<file path="src/rtl/mc6809_bus_pkg.sv">
// ----------------------------------------------------------------------------
// Module  : mc6809_bus_pkg
// Brief   : State encoding, counter widths and window decode for mc6809_bus_ctrl
// Revision: 1.0
// ----------------------------------------------------------------------------
`default_nettype none

package mc6809_bus_pkg;

  typedef enum logic [1:0] {
    IDLE   = 2'd0,
    ADDR   = 2'd1,
    ACTIVE = 2'd2,
    HOLD   = 2'd3
  } bus_state_t;

  localparam int unsigned c_hold_w  = 4;
  localparam int unsigned c_stall_w = 8;
  localparam logic [c_hold_w-1:0] c_default_hold = 4'd2;

  // 17-bit compare so a window touching 16'hFFFF cannot wrap around to zero
  function automatic logic win_hit(input logic [15:0] addr,
                                   input logic [15:0] base,
                                   input logic [15:0] size);
    logic [16:0] a;
    logic [16:0] lo;
    logic [16:0] hi;
    a  = {1'b0, addr};
    lo = {1'b0, base};
    hi = lo + {1'b0, size};
    return (a >= lo) && (a < hi);
  endfunction

endpackage

`default_nettype wire

</file>
<file path="src/rtl/sync_edge_det.sv">
// ----------------------------------------------------------------------------
// Module  : sync_edge_det
// Brief   : Two-flop synchronizer with one-cycle rise/fall pulses
// Revision: 1.0
// ----------------------------------------------------------------------------
`default_nettype none

module sync_edge_det (
  input  logic i_clk,
  input  logic i_rst_n,
  input  logic i_async,
  output logic o_rise,
  output logic o_fall
);

  logic r_meta;
  logic r_sync;
  logic r_prev;

  always_ff @(posedge i_clk or negedge i_rst_n) begin
    if (!i_rst_n) begin
      r_meta <= 1'b0;
      r_sync <= 1'b0;
      r_prev <= 1'b0;
    end else begin
      r_meta <= i_async;
      r_sync <= r_meta;
      r_prev <= r_sync;
    end
  end

  assign o_rise = r_sync & ~r_prev;
  assign o_fall = ~r_sync & r_prev;

endmodule

`default_nettype wire

</file>
<file path="src/rtl/mc6809_bus_ctrl.sv">
// ----------------------------------------------------------------------------
// Module  : mc6809_bus_ctrl
// Brief   : 6809 bus-cycle sequencer: decode, buffer OE/DIR, write strobe, hold.
//           Optional stall timeout enabled by MC6809_BUS_CTRL_TIMEOUT_EN.
// Revision: 1.0
// ----------------------------------------------------------------------------
`default_nettype none

module mc6809_bus_ctrl
  import mc6809_bus_pkg::*;
#(
  parameter logic [15:0]          BASE_ADDR      = 16'hE000,
  parameter logic [15:0]          WIN_SIZE       = 16'h1000,
  parameter logic [c_hold_w-1:0]  HOLD_CYCLES    = c_default_hold,
  parameter logic [c_stall_w-1:0] TIMEOUT_CYCLES = 8'd255
) (
  input  logic        i_clk,
  input  logic        i_rst_n,
  input  logic        i_e_clk,
  input  logic        i_q_clk,
  input  logic        i_rw,
  input  logic        i_ba,
  input  logic [15:0] i_addr,
  output logic        o_buf_oe_n,
  output logic        o_buf_dir,
  output logic        o_cs_n,
  output logic        o_wr_stb,
  output logic [15:0] o_addr,
  output logic        o_rw,
  output logic        o_timeout
);

  logic w_e_rise;
  logic w_e_fall;
  logic w_q_rise;
  logic w_unused_q_fall;
  logic w_q_start;
  logic w_hit;

  bus_state_t            r_state;
  logic [c_hold_w-1:0]   r_hold_cnt;
  logic                  r_pend;

  sync_edge_det u_e_sync (
    .i_clk   (i_clk),
    .i_rst_n (i_rst_n),
    .i_async (i_e_clk),
    .o_rise  (w_e_rise),
    .o_fall  (w_e_fall)
  );

  sync_edge_det u_q_sync (
    .i_clk   (i_clk),
    .i_rst_n (i_rst_n),
    .i_async (i_q_clk),
    .o_rise  (w_q_rise),
    .o_fall  (w_unused_q_fall)
  );

  // An E fall coinciding with a Q rise wins; the Q rise is dropped
  assign w_q_start = w_q_rise & ~w_e_fall & ~i_ba;
  assign w_hit     = win_hit(i_addr, BASE_ADDR, WIN_SIZE);

`ifdef MC6809_BUS_CTRL_TIMEOUT_EN
  logic [c_stall_w-1:0] r_stall;
  logic                 w_stall_hit;
  assign w_stall_hit = ((r_state == ADDR) || (r_state == ACTIVE)) &&
                       (r_stall == TIMEOUT_CYCLES);
`else
  logic w_unused_timeout;
  assign w_unused_timeout = ^TIMEOUT_CYCLES;
  assign o_timeout        = 1'b0;
`endif

  always_ff @(posedge i_clk or negedge i_rst_n) begin
    if (!i_rst_n) begin
      r_state    <= IDLE;
      r_hold_cnt <= '0;
      r_pend     <= 1'b0;
      o_buf_oe_n <= 1'b1;
      o_cs_n     <= 1'b1;
      o_buf_dir  <= 1'b0;
      o_wr_stb   <= 1'b0;
      o_addr     <= 16'h0000;
      o_rw       <= 1'b1;
`ifdef MC6809_BUS_CTRL_TIMEOUT_EN
      r_stall    <= '0;
      o_timeout  <= 1'b0;
`endif
    end else begin
      o_wr_stb <= 1'b0;
`ifdef MC6809_BUS_CTRL_TIMEOUT_EN
      o_timeout <= 1'b0;
      r_stall   <= ((r_state == ADDR) || (r_state == ACTIVE)) ? r_stall + 1'b1 : '0;
`endif
      if (i_ba) begin
        r_state    <= IDLE;
        r_pend     <= 1'b0;
        o_buf_oe_n <= 1'b1;
        o_cs_n     <= 1'b1;
      end
`ifdef MC6809_BUS_CTRL_TIMEOUT_EN
      else if (w_stall_hit) begin
        r_state    <= IDLE;
        r_pend     <= 1'b0;
        o_buf_oe_n <= 1'b1;
        o_cs_n     <= 1'b1;
        o_timeout  <= 1'b1;
      end
`endif
      else begin
        case (r_state)
          IDLE: begin
            if (r_pend) begin
              // Second half of a Q rise taken in HOLD: buffer was off one cycle
              r_pend    <= 1'b0;
              r_state   <= ADDR;
              o_cs_n    <= 1'b0;
              o_buf_dir <= o_rw;
            end else if (w_q_start) begin
              o_addr <= i_addr;
              o_rw   <= i_rw;
              if (w_hit) begin
                r_state   <= ADDR;
                o_cs_n    <= 1'b0;
                o_buf_dir <= i_rw;
              end
            end
          end
          ADDR: begin
            if (w_e_fall) begin
              r_state    <= IDLE;
              o_buf_oe_n <= 1'b1;
              o_cs_n     <= 1'b1;
            end else if (w_e_rise) begin
              r_state    <= ACTIVE;
              o_buf_oe_n <= 1'b0;
`ifdef MC6809_BUS_CTRL_TIMEOUT_EN
              r_stall    <= '0;
`endif
            end
          end
          ACTIVE: begin
            if (w_e_fall) begin
              r_state    <= HOLD;
              r_hold_cnt <= HOLD_CYCLES;
              o_wr_stb   <= ~o_rw;
            end
          end
          HOLD: begin
            if (w_q_start) begin
              r_state    <= IDLE;
              r_pend     <= w_hit;
              o_buf_oe_n <= 1'b1;
              o_cs_n     <= 1'b1;
              o_addr     <= i_addr;
              o_rw       <= i_rw;
            end else if (r_hold_cnt == '0) begin
              r_state    <= IDLE;
              o_buf_oe_n <= 1'b1;
              o_cs_n     <= 1'b1;
            end else begin
              r_hold_cnt <= r_hold_cnt - 1'b1;
            end
          end
          default: r_state <= IDLE;
        endcase
      end
    end
  end

endmodule

`default_nettype wire

</file>
<file path="config.mk">
export PLATFORM = sky130hd
export DESIGN_NAME = mc6809_bus_ctrl
export DESIGN_NICKNAME = d
export VERILOG_FILES = /design/src/rtl/mc6809_bus_pkg.sv /design/src/rtl/sync_edge_det.sv /design/src/rtl/mc6809_bus_ctrl.sv
export SDC_FILE = /design/constraint.sdc
export NUM_CORES = 1
export LEC_CHECK = 0
export CAP_MARGIN = 40
export CORE_MARGIN = 8
export CORE_UTILIZATION = 47
export CTS_CLUSTER_SIZE = 16
export DETAILED_ROUTE_END_ITERATION = 7
export HOLD_SLACK_MARGIN = 0.03
export PLACE_DENSITY = 0.85
export SLEW_MARGIN = 20
export SYNTH_ARGS = -nofsm -noshare
export SYNTH_HDL_FRONTEND = slang
export SYNTH_SLANG_ARGS = --single-unit
</file>
<file path="constraint.sdc">
create_clock -name i_clk -period 2.7 [get_ports i_clk]
set_input_delay 0.405 -clock i_clk [delete_from_list [all_inputs] [get_ports i_clk]]
set_output_delay 0.405 -clock i_clk [all_outputs]
set_load 0.005 [all_outputs]
</file>
# Word level (Yosys, flattened, before mapping)
# Cells that the tools add are included.
dict set report word_totals {
  latchBits 0
  wordCells 101
  register_bits 34
  out_inout_bits 22
  mem_bits_ro 0
  mem_bits_rw 0
  mem_count 0
}
dict set report classes {
  bitwise_logic 11
  n_addsub 1
  n_lt_le_gt_ge 2
  mul 0
  n_mux 41
  eq_ne 14
  n_div 0
  n_shift 0
  n_reduce_logical 17
}
# operator n
set ops {}
lappend ops {{$mux W16} 2}
lappend ops {{$pmux W16 S2} 1}
lappend ops {{$mux W1} 20}
lappend ops {{$mux W2} 9}
lappend ops {{$ge A16 B16 Y1 const B} 1}
lappend ops {{$lt A16 B16 Y1 const B} 1}
lappend ops {{$reduce_and A5 Y1} 3}
lappend ops {{$mux W4} 3}
lappend ops {{$ne A4 B4 Y1 const B} 3}
lappend ops {{$ne A3 B3 Y1 const B} 3}
lappend ops {{$ne A2 B2 Y1 const B} 4}
lappend ops {{$pmux W2 S4} 1}
lappend ops {{$pmux W4 S2} 1}
lappend ops {{$reduce_bool A2 Y1} 4}
lappend ops {{$not A1 Y1} 6}
lappend ops {{$pmux W1 S2} 3}
lappend ops {{$reduce_and A3 Y1} 2}
lappend ops {{$reduce_bool A3 Y1} 2}
lappend ops {{$and A1 B1 Y1} 5}
lappend ops {{$eq A2 B2 Y1 const B} 2}
lappend ops {{$logic_not A4 Y1} 1}
lappend ops {{$ne A4 B3 Y1 const B} 1}
lappend ops {{$reduce_and A4 Y1} 1}
lappend ops {{$reduce_bool A4 Y1} 1}
lappend ops {{other kinds (6)} 6}

# Logic depth before layout (Yosys ltp)
# Gate-level depths: netlist (run 1).
dict set report logic_depth {
  depth_word 9
  ltp_mapped 7
}

# By module
# A second synthesis (run 1) with hierarchy kept.
dict set report hier_totals {
  cells_unflattened 118
  area_unflattened_um2 1512.7
}
# mod n_inst seq_area_each_um2 area_per_inst_um2 cells_per_inst
set by_module_without_submodules {}
lappend by_module_without_submodules {mc6809_bus_ctrl 1 704.4 1332.5 108}
lappend by_module_without_submodules {sync_edge_det 2 75.1 90.1 5}

# Least setup slack after synthesis (run 1)
# No wires, ideal clock.
dict set report synth_timing {
  path_kind {register to register}
  from {register u_e_sync.r_prev}
  to {register o_addr[0]}
  arrival_time_ps 1808
  path_slack_ps 766
  setup_time_ps 125
  synth_period_minus_slack_ps 1934
  n_path_buf 2
  stages_incl_launch_ff 7
  cell_sequence {dfrtp_1 -> ha_1 -> or3b_1 -> a211o_1 -> buf_6 -> buf_12 -> mux2_4}
}
dict set report synth_between {
  elab_chain_len 7
}
# element line
set synth_rtl {}
lappend synth_rtl {{start: declaration} sync_edge_det.sv:18} ;# logic r_prev;
lappend synth_rtl {{start signal: assignment} sync_edge_det.sv:28} ;# r_prev <= r_sync;
lappend synth_rtl {{$and A1 B1 Y1 *} sync_edge_det.sv:33} ;# assign o_fall = ~r_sync & r_prev;
lappend synth_rtl {{$not A1 Y1 *} mc6809_bus_ctrl.sv:61} ;# assign w_q_start = w_q_rise & ~w_e_fall & ~i_ba;
lappend synth_rtl {{$and A1 B1 Y1 * (2 in series)} mc6809_bus_ctrl.sv:61}
lappend synth_rtl {{$mux W16 *} -}
lappend synth_rtl {{$mux W16} -}
lappend synth_rtl {{$pmux W16 S2 *} -}
lappend synth_rtl {{end signal: assignment} mc6809_bus_ctrl.sv:121} ;# o_addr <= i_addr;
lappend synth_rtl {{end signal: assignment} mc6809_bus_ctrl.sv:156} ;# o_addr <= i_addr;
lappend synth_rtl {{end: declaration} mc6809_bus_ctrl.sv:28} ;# output logic [15:0] o_addr,
# Mark *: on every way between the ends. The rest lies on a longest branch, timed or not. The select of a mux whose other input is x is not followed.
# A chain may end at the register's enable or synchronous reset.

# Worst setup path after layout (run 1)
dict set report layout_timing {
  from {register u_e_sync.r_prev}
  to {register o_addr[10]}
}
# The elaborated chain is that of the path after synthesis.

==> impl_results.md, run 1 <==
- Largest fanout on the critical path: 17
- # resized after CTS: 0
- Drt first pass iters: 4
- CTS tree: built
- Tcrit/Tclk final: 81.1%
- Final min period: 2190 ps
- Hold path depth: 0
- RR Endpoint: o_addr[10]$_DFFE_PN0P_
- Antenna Violating Nets Remaining: 0
- Routed vias: 1162
- Num rows: 21
- Syn Area/Cell: 12.5 um2
- Fmax: 457 MHz
- Total die area: 0.00543 mm2
- Via-to-Cell Ratio: 5.38
- Syn Std Cell Area: 0.00156 mm2
- Setup violations, final: 0
- Clock skew: 12.8 ps
- Starting Density: 48.0%
- Die height: 73.7 um
- Sequential power share: 46.4%
- Net Sw Power: 0.000385 W
- Hold WC Path Type: flop to flop
- Hold_sp: u_q_sync.r_meta$_DFF_PN0_
- Worst-Skew Late Latency: 340 ps
- Max reg flops: 16
- DIE WIDTH: 73.7 um
- Synth async-reset ratio: 100%
- Htree depth: 2
- Clock-pin transition on the worst setup and hold timing paths: 100 ps
- Maximum root-to-sink buffer count: 2
- Inserted Diodes: 0
- Inserted Clock Buffers: 5
- Setup TNS: 0 ps
- Area of the multi-input gates: 629 um2
- 1st-iter DRT viols: 90
- Status: complete, no violations
- Initial antenna violation count: 0
- Kind of critical path: flop to flop
- Post-synthesis cell count: 125
- Slew HR: 46.5%
- LEAKAGE: 0.885 nW
- Reg2Reg Depth: 4
- Max-Cap Viols: 0
- Residual DRC: 0
- Nets@finish: 194
- Worst Setup End Kind: flop
- RD Place Congestion: 0.847
- Fraction of the yosys area taken by sequential cells: 54.6%
- Largest net degree at the start of global routing: 35
- WP data required: 2920 ps
- Combinational share of power: 29.0%
- Layout cell share with drive strength beyond 1: 18.2%
- Layout filler cell count: 262
- Number of global-route vias before repair: 1254
- Clock Sinks: 34
- Design Area, Final: 0.00207 mm2
- FF-to-FF setup slack: 510 ps
- I/O Buffers: 42
- Yosys warning count: 0
- Reg-to-reg startpoint: u_e_sync.r_prev$_DFF_PN0_
- Num ports: 44
- Total global routing overflow: 0
- FF/Latch Area: 855 um2
- Power Dens Cells: 717 mW/mm2
- Count of final max-slew check failures: 0
- Global-route wire length before repair: 5.94 mm
- Mapped Nets: 150
- GRT Total Usage: 14.6%
- Fin. Hold Viols: 0
- Clock power share: 24.7%
- Cell variety after synth: 40
- Top Registers: o_addr (16), r_hold_cnt (4), r_state (2)
- Placed inst area: 0.00200 mm2
- Post-synth EDFFs: 0
- Sw Share: 25.9%
- #FFs+latches synth: 34
- Area grow syn2layout: 32.4%
- Setup WS pre-CTS: 512 ps
- HPWL Detailed: 2.57 mm
- Prevailing post-synth register cell: dfrtp_1
- DR WL/cell: 16.5 um
- RSZ-0062 raised after global routing: no
- Worst slew pin tran: 802 ps
- Fin Hold WS: 355 ps
- Post-CTS setup buffer count: 0
- CTS Hold Bufs: 0
- Commonest non-fill, non-tap cells in the layout: 42 x clkdlybuf4s50_1, 31 x dfrtp_1, 10 x mux2_4
- Internal power: 0.00110 W
- Peak VDD IR: 0.507 mV
- CP Launch Type: flop
- Worst Hold End: u_q_sync.r_sync$_DFF_PN0_
- Largest Register: o_addr
- Final WS setup: 511 ps
- Crit path DAT: 2410 ps
- Final wirelength: 3.57 mm
- Root Driver: clkbuf_4
- Core area: 0.00326 mm2
- Commonest non-fill, non-tap cell in the layout: clkdlybuf4s50_1
-- per-stage QoR --
stage               power [W]  util (%)  std cells
finish                0.00148      63.6        216
global route          0.00157      63.6        216
CTS                   0.00151      63.6        216
detailed placement    0.00113      61.3        208
global placement      0.00111      61.3        208
floorplan            0.000878         -        125
-- power by group through the flow --
stage          Clock [W]  Sequential [W]  Combinational (W)
2_1_floorplan          0        0.000685           0.000193
3_3_place_gp           0        0.000689           0.000417
3_5_place_dp           0        0.000692           0.000435
4_1_cts         0.000381        0.000688           0.000438
5_1_grt         0.000406        0.000703           0.000465
6_report        0.000366        0.000688           0.000430
-- synthesized netlist by cell type (all sizes together), types with 2 or more instances --
cell	instances	area (um2)
buf	4	50.1
ha	3	37.5
nor2b	2	12.5
o21ai	7	35.0
nand2	3	11.3
clkbuf	3	11.3
o311a	2	21.3
mux2	17	229
dfrtp	31	776
a21oi	5	25.0
nor2	7	26.3
inv	5	18.8
nand4b	2	17.5
dfstp	3	78.8
nor3	4	20.0
nor3b	3	22.5
or3	4	25.0
nor4	2	12.5
-- cell type report --
cell class                 count  area share (%)
inverter                       5           0.906
timing repair buffer          44            21.0
tap                           46            2.78
sequential                    34            41.3
multi-input combinational     79            30.4
clock buffer                   7            2.18
clock inverter                 1            1.45
-- per-layer routing --
metal	GRT usage [%]	wire (um)	vias to the layer above
li1	-	-	540
met1	15.1	1410	560
met2	23.0	1710	51
met3	8.19	341	11
met4	7.76	113	0
met5	0	0	-
-- worst max-delay path by stage --
stage,from,endpoint,slack (ps),cells past startpoint
6_report,u_e_sync.r_prev$_DFF_PN0_,o_addr[10]$_DFFE_PN0P_,510,4
5_1_grt,u_e_sync.r_sync$_DFF_PN0_,o_addr[11]$_DFFE_PN0P_,400,5
4_1_cts,u_e_sync.r_prev$_DFF_PN0_,o_addr[10]$_DFFE_PN0P_,490,4
2_1_floorplan,u_e_sync.r_prev$_DFF_PN0_,o_addr[0]$_DFFE_PN0P_,770,6
3_5_place_dp,u_e_sync.r_prev$_DFF_PN0_,o_addr[9]$_DFFE_PN0P_,510,4
3_3_place_gp,u_e_sync.r_prev$_DFF_PN0_,o_addr[10]$_DFFE_PN0P_,580,4
-- critical path: stages (launching register included) --
cell,delay [ps]
dfrtp_1,380
ha_1,260
or3b_1,420
a211o_1,600
mux2_4,410
-- cells by family (layout without fill, tap and decap cells) --
group           Yosys count  after routing  share of synthesized area (%)
buf+inv                  12             57                           5.12
flops                    34             34                           54.6
other cells               1              1                          0.240
mux                      18             18                           15.3
compound gates           24             24                           10.3
simple gates             33             33                           12.0
fa+ha+maj                 3              3                           2.40
Note: power is estimated with default switching activity, not from simulation.
==> inputs of run 2 (changes only) <==
--- a/config.mk
+++ b/config.mk
@@ -7,11 +7,11 @@
 export LEC_CHECK = 0
 export CAP_MARGIN = 40
 export CORE_MARGIN = 8
-export CORE_UTILIZATION = 47
+export CORE_UTILIZATION = 42
 export CTS_CLUSTER_SIZE = 16
 export DETAILED_ROUTE_END_ITERATION = 7
 export HOLD_SLACK_MARGIN = 0.03
-export PLACE_DENSITY = 0.85
+export PLACE_DENSITY = 0.8
 export SLEW_MARGIN = 20
 export SYNTH_ARGS = -nofsm -noshare
 export SYNTH_HDL_FRONTEND = slang
==> constraint.sdc (replaced) <==
create_clock -name i_clk -period 2 [get_ports i_clk]
set_input_delay 0.3 -clock i_clk [delete_from_list [all_inputs] [get_ports i_clk]]
set_output_delay 0.3 -clock i_clk [all_outputs]
set_load 0.005 [all_outputs]
==> run 2 against run 1 <==
  * Global-route usage fell by 2.7 points
  * Via count rose by 2.1%
  * Total power is 53% higher
  * Register-to-register slack got worse by 390 ps
  * Routed wire length decreased by 1.3%
  * Maximum frequency up 17%
  * Final cell count up 3.7%
  * Clock power grew 110%
  * Utilization shrank 3.3 points
  * Worst hold slack lost 4.4 ps
  * Sequential power grew 33%
  * Largest cell class unchanged
==> impl_results.md, run 2 (same netlist as run 1, synthesis figures left out) <==
- LEAKAGE: 0.947 nW (was 0.885 nW)
- CTS tree: built (unchanged)
- Inserted Diodes: 0 (unchanged)
- Area grow syn2layout: 40.0% (was 32.4%)
- Fin. Hold Viols: 0 (unchanged)
- Hold WC Path Type: flop to flop (unchanged)
- Num ports: 44 (unchanged)
- Count of final max-slew check failures: 0 (unchanged)
- Final WS setup: 122 ps (was 511 ps)
- Clock skew: 3.02 ps (was 12.8 ps)
- CP Launch Type: flop (unchanged)
- Power Dens Cells: 1040 mW/mm2 (was 717 mW/mm2)
- Worst slew pin tran: 506 ps (was 802 ps)
- Top Registers: o_addr (16), r_hold_cnt (4), r_state (2) (unchanged)
- Maximum root-to-sink buffer count: 2 (unchanged)
- Final wirelength: 3.52 mm (was 3.57 mm)
- FF-to-FF setup slack: 120 ps (was 510 ps)
- Largest net degree at the start of global routing: 35 (unchanged)
- Max reg flops: 16 (unchanged)
- 1st-iter DRT viols: 49 (was 90)
- Slew HR: 66.0% (was 46.5%)
- Fmax: 533 MHz (was 457 MHz)
- Commonest non-fill, non-tap cell in the layout: clkdlybuf4s50_1 (unchanged)
- Final min period: 1880 ps (was 2190 ps)
- Starting Density: 43.0% (was 48.0%)
- Initial antenna violation count: 0 (unchanged)
- Clock-pin transition on the worst setup and hold timing paths: 70 ps (was 100 ps)
- Placed inst area: 0.00204 mm2 (was 0.00200 mm2)
- Worst Setup End Kind: flop (unchanged)
- RSZ-0062 raised after global routing: no (unchanged)
- Via-to-Cell Ratio: 5.29 (was 5.38)
- Setup WS pre-CTS: 84.3 ps (was 512 ps)
- Nets@finish: 200 (was 194)
- Peak VDD IR: 0.724 mV (was 0.507 mV)
- Clock Sinks: 34 (unchanged)
- Drt first pass iters: 4 (unchanged)
- Num rows: 22 (was 21)
- DR WL/cell: 15.7 um (was 16.5 um)
- Kind of critical path: flop to flop (unchanged)
- Residual DRC: 0 (unchanged)
- RD Place Congestion: 0.838 (was 0.847)
- Number of global-route vias before repair: 1174 (was 1254)
- Core area: 0.00363 mm2 (was 0.00326 mm2)
- WP data required: 2170 ps (was 2920 ps)
- Global-route wire length before repair: 5.75 mm (was 5.94 mm)
- HPWL Detailed: 2.65 mm (was 2.57 mm)
- Total global routing overflow: 0 (unchanged)
- Die height: 77.0 um (was 73.7 um)
- Inserted Clock Buffers: 5 (unchanged)
- Commonest non-fill, non-tap cells in the layout: 42 x clkdlybuf4s50_1, 31 x dfrtp_1, 10 x mux2_4 (unchanged)
- Layout cell share with drive strength beyond 1: 22.7% (was 18.2%)
- Design Area, Final: 0.00219 mm2 (was 0.00207 mm2)
- Status: complete, no violations (unchanged)
- CTS Hold Bufs: 0 (unchanged)
- Tcrit/Tclk final: 93.9% (was 81.1%)
- Htree depth: 2 (unchanged)
- GRT Total Usage: 11.9% (was 14.6%)
- Root Driver: clkbuf_8 (was clkbuf_4)
- Crit path DAT: 2050 ps (was 2410 ps)
- I/O Buffers: 42 (unchanged)
- Setup violations, final: 0 (unchanged)
- Routed vias: 1186 (was 1162)
- Layout filler cell count: 303 (was 262)
- Worst-Skew Late Latency: 290 ps (was 340 ps)
- Setup TNS: 0 ps (unchanged)
- Largest Register: o_addr (unchanged)
- Max-Cap Viols: 0 (unchanged)
- Largest fanout on the critical path: 10 (was 17)
- DIE WIDTH: 77.0 um (was 73.7 um)
- Antenna Violating Nets Remaining: 0 (unchanged)
- Total die area: 0.00593 mm2 (was 0.00543 mm2)
[run 2: worst paths after layout]
| check | cells past startpoint | end | start |
|---|---|---|---|
| hold / removal | 0 | u_q_sync.r_sync$_DFF_PN0_ | u_q_sync.r_meta$_DFF_PN0_ |
| setup / recovery | 6 | o_addr[0]$_DFFE_PN0P_ | u_e_sync.r_sync$_DFF_PN0_ |
| min in group asynchronous | 2 | o_addr[15]$_DFFE_PN0P_ | i_rst_n |
| setup reg to reg | 6 | o_addr[0]$_DFFE_PN0P_ | u_e_sync.r_sync$_DFF_PN0_ |
| hold reg to reg | 0 | u_q_sync.r_sync$_DFF_PN0_ | u_q_sync.r_meta$_DFF_PN0_ |
| max in group asynchronous | 2 | o_cs_n$_DFFE_PN1P_ | i_rst_n |
[run 2: worst max-delay path, cell delays in order (launching register included)]
cell and delay, ps:
dfrtp_1 350, inv_1 50, ha_1 180, or3b_1 400, a211o_1 320, buf_6 170, mux2_4 300
[run 2: through the flow]
| stage | hold WS [ps] | util (%) | power (W) | instances |
|---|---|---|---|---|
| floorplan | 4.41 | - | 0.00119 | 125 |
| CTS | 354 | 60.0 | 0.00229 | 224 |
| global placement | 335 | 56.2 | 0.00150 | 216 |
| finish | 350 | 60.3 | 0.00227 | 224 |
| global route | 357 | 60.3 | 0.00238 | 224 |
| detailed placement | 337 | 56.2 | 0.00153 | 216 |
[run 2: where the power goes]
group / internal, W / switching [W] / total [W]
clock network: 0.000499 / 0.000255 / 0.000755
logic: 0.000399 / 0.000196 / 0.000595
registers: 0.000830 / 0.0000877 / 0.000918
total: 0.00173 / 0.000539 / 0.00227
[run 2: cell type report]
type                            count  area (um2)  area share (%)
Clock inverter                      3        68.8            3.14
Timing Repair Buffer               50         484            22.1
Tap cell                           48        60.1            2.74
Clock buffer                        5        68.8            3.14
Inverter                            5        18.8           0.857
Sequential cell                    34         855            39.0
Multi-Input combinational cell     79         634            29.0
[run 2: routing by layer]
| metal | GRT usage [%] | share of wire, % | vias up |
|---|---|---|---|
| li1 | - | - | 549 |
| met1 | 13.0 | 40 | 573 |
| met2 | 20.0 | 51 | 57 |
| met3 | 4.20 | 7.7 | 7 |
| met4 | 6.23 | 2.1 | 0 |
| met5 | 0 | 0 | - |
[run 2: what timing repair did]
item,in CTS,in global routing
setup endpoints to repair,0,5
resized for setup,0,2
buffers inserted,0,0
==> inputs of run 3 (changes only) <==
--- a/config.mk
+++ b/config.mk
@@ -6,8 +6,10 @@
 export NUM_CORES = 1
 export LEC_CHECK = 0
 export CAP_MARGIN = 40
+export CELL_PAD_IN_SITES_DETAIL_PLACEMENT = 0
+export CELL_PAD_IN_SITES_GLOBAL_PLACEMENT = 1
 export CORE_MARGIN = 8
-export CORE_UTILIZATION = 42
+export CORE_UTILIZATION = 33
 export CTS_CLUSTER_SIZE = 16
 export DETAILED_ROUTE_END_ITERATION = 7
 export HOLD_SLACK_MARGIN = 0.03
==> run 3 against run 2 <==
  * Highest routed layer unchanged
  * Largest power group unchanged
  * Worst hold slack got worse by 1.1 ps
  * Sequential share of layout area is 0.77 points higher
  * Register-to-register slack is essentially flat
  * Clock power fell by 32%
  * Count of clock-buffer cells in the layout increased by 2
  * Worst setup slack lost 5.4 ps
  * Maximum frequency fell by 0.29%
==> impl_results.md, run 3 (same netlist as run 1, synthesis figures left out) <==
- Nets@finish: 199 (was 200)
- Dpl cells: 221 (was 216)
- Total die area: 0.00720 mm2 (was 0.00593 mm2)
- Clock-pin transition on the worst setup and hold timing paths: 70 ps (about the same)
- Combinational share of power: 29.3% (was 26.2%)
- Maximum root-to-sink buffer count: 2 (unchanged)
- Worst Setup End Kind: flop (unchanged)
- Fmax: 531 MHz (was 533 MHz)
- Power Dens Cells: 946 mW/mm2 (was 1040 mW/mm2)
- Global-route wire length before repair: 6.33 mm (was 5.75 mm)
- Clock power share: 25.4% (was 33.3%)
- Setup TNS: 0 ps (unchanged)
- Root Driver: clkbuf_8 (unchanged)
- Inserted Diodes: 0 (unchanged)
- Reg-to-reg startpoint: u_e_sync.r_sync$_DFF_PN0_ (unchanged)
- Count of final max-slew check failures: 0 (unchanged)
- CTS Hold Bufs: 0 (unchanged)
- Commonest non-fill, non-tap cells in the layout: 42 x clkdlybuf4s50_1, 31 x dfrtp_1, 10 x mux2_4 (unchanged)
- Worst Hold End: u_q_sync.r_sync$_DFF_PN0_ (unchanged)
- Drt first pass iters: 4 (unchanged)
- Internal power: 0.00151 W (was 0.00173 W)
- Initial antenna violation count: 0 (unchanged)
- Num ports: 44 (unchanged)
- Commonest non-fill, non-tap cell in the layout: clkdlybuf4s50_1 (unchanged)
- Top Registers: o_addr (16), r_hold_cnt (4), r_state (2) (unchanged)
- Final core occ: 46.1% (was 60.3%)
- RD Place Congestion: 0.813 (was 0.838)
- # resized after CTS: 0 (unchanged)
- Hold WC Path Type: flop to flop (unchanged)
- Hold_sp: u_q_sync.r_meta$_DFF_PN0_ (unchanged)
- WP data required: 2170 ps (about the same)
- Clock Sinks: 34 (unchanged)
- Peak VDD IR: 0.578 mV (was 0.724 mV)
- Tcrit/Tclk final: 94.2% (was 93.9%)
- Worst-Skew Late Latency: 280 ps (was 290 ps)
- Starting Density: 33.6% (was 43.0%)
- RSZ-0062 raised after global routing: no (unchanged)
- DR WL/cell: 15.5 um (was 15.7 um)
- Sequential power share: 45.3% (was 40.5%)
- Fin Hold WS: 349 ps (was 350 ps)
- Crit path DAT: 2050 ps (about the same)
- Clock skew: 4.00 ps (was 3.02 ps)
- Via-to-Cell Ratio: 5.14 (was 5.29)
- DIE WIDTH: 84.8 um (was 77.0 um)
- RR Endpoint: o_addr[14]$_DFFE_PN0P_ (was o_addr[0]$_DFFE_PN0P_)
- Inserted Clock Buffers: 5 (unchanged)
- Final min period: 1880 ps (about the same)
- Residual DRC: 0 (unchanged)
- 1st-iter DRT viols: 109 (was 49)
- Htree depth: 2 (unchanged)
- CP Launch Type: flop (unchanged)
- Final non-filler cell total: 229 (was 224)
- GRT Total Usage: 10.8% (was 11.9%)
- Reg2Reg Depth: 6 (unchanged)
- Die height: 84.8 um (was 77.0 um)
- CTS tree: built (unchanged)
- Number of global-route vias before repair: 1355 (was 1174)
- Net Sw Power: 0.000525 W (was 0.000539 W)
- Final WS setup: 117 ps (was 122 ps)
- Routed vias: 1177 (was 1186)
- Largest fanout on the critical path: 17 (was 10)
- LEAKAGE: 0.925 nW (was 0.947 nW)
- Kind of critical path: flop to flop (unchanged)
- Num rows: 25 (was 22)
- Max-Cap Viols: 0 (unchanged)
- Final wirelength: 3.56 mm (was 3.52 mm)
- FF-to-FF setup slack: 120 ps (about the same)
- HPWL Detailed: 2.67 mm (was 2.65 mm)
- Fin. Hold Viols: 0 (unchanged)
- Hold path depth: 0 (unchanged)
- Max reg flops: 16 (unchanged)
- Largest net degree at the start of global routing: 35 (unchanged)
- Core area: 0.00466 mm2 (was 0.00363 mm2)
- Setup violations, final: 0 (unchanged)
- Post-CTS setup buffer count: 0 (unchanged)
- Sw Share: 25.8% (was 23.8%)
- Setup WS pre-CTS: 120 ps (was 84.3 ps)
- Area grow syn2layout: 37.3% (was 40.0%)
- Largest Register: o_addr (unchanged)
- Antenna Violating Nets Remaining: 0 (unchanged)
- Total global routing overflow: 0 (unchanged)
- Status: complete, no violations (unchanged)
- I/O Buffers: 42 (unchanged)
- Layout cell share with drive strength beyond 1: 21.1% (was 22.7%)
## run 3: changes by cell type in the layout (fill, tap and decap cells not counted), sizes merged
cell / delta
buf: -1
bufinv: -2
clkbuf: +2
## run 3: worst max-delay path by stage
stage	from	to	slack, ps	cells after the start
after floorplan	u_e_sync.r_prev$_DFF_PN0_	o_addr[0]$_DFFE_PN0P_	70	6
after global placement	u_e_sync.r_prev$_DFF_PN0_	o_addr[12]$_DFFE_PN0P_	180	5
after detailed placement	u_e_sync.r_sync$_DFF_PN0_	o_addr[8]$_DFFE_PN0P_	120	6
after CTS	u_e_sync.r_sync$_DFF_PN0_	o_addr[14]$_DFFE_PN0P_	110	6
after global routing	u_e_sync.r_sync$_DFF_PN0_	o_addr[12]$_DFFE_PN0P_	20	6
final	u_e_sync.r_sync$_DFF_PN0_	o_addr[14]$_DFFE_PN0P_	120	6
## run 3: critical path, cell delays in order (launching register included)
cell     delay [ps]
dfrtp_1         350
inv_1            50
ha_1            180
or3b_1          400
a211o_1         330
buf_12          170
mux2_4          300
## run 3: power groups by stage
stage	Sequential (W)	Clock (W)	Combinational (W)
6_report	0.000921	0.000516	0.000595
5_1_grt	0.000941	0.000570	0.000648
4_1_cts	0.000923	0.000540	0.000606
3_5_place_dp	0.000929	0	0.000604
3_3_place_gp	0.000924	0	0.000589
2_1_floorplan	0.000924	0	0.000261
## run 3: routing by layer
layer  track usage (%)  share of wire, %  vias to the layer above
met4              3.40              0.82                        0
met1              12.4                43                      568
li1                  -                 -                      546
met5                 0                 0                        -
met3              6.08                11                        5
met2              16.5                45                       58
## run 3: area by class of cell
type,count,area (um2)
clock buffer,7,86.3
clock inverter,1,5.00
fill,412,2510
inverter,5,18.8
multi-input combinational,79,629
sequential,34,855
tap,54,67.6
timing repair buffer,49,485
## run 3: metrics by stage
step	area, um2	power, W
after floorplan	1560	0.00119
after global placement	2060	0.00151
after detailed placement	2060	0.00153
final	2150	0.00203
after global routing	2150	0.00216
after CTS	2150	0.00207
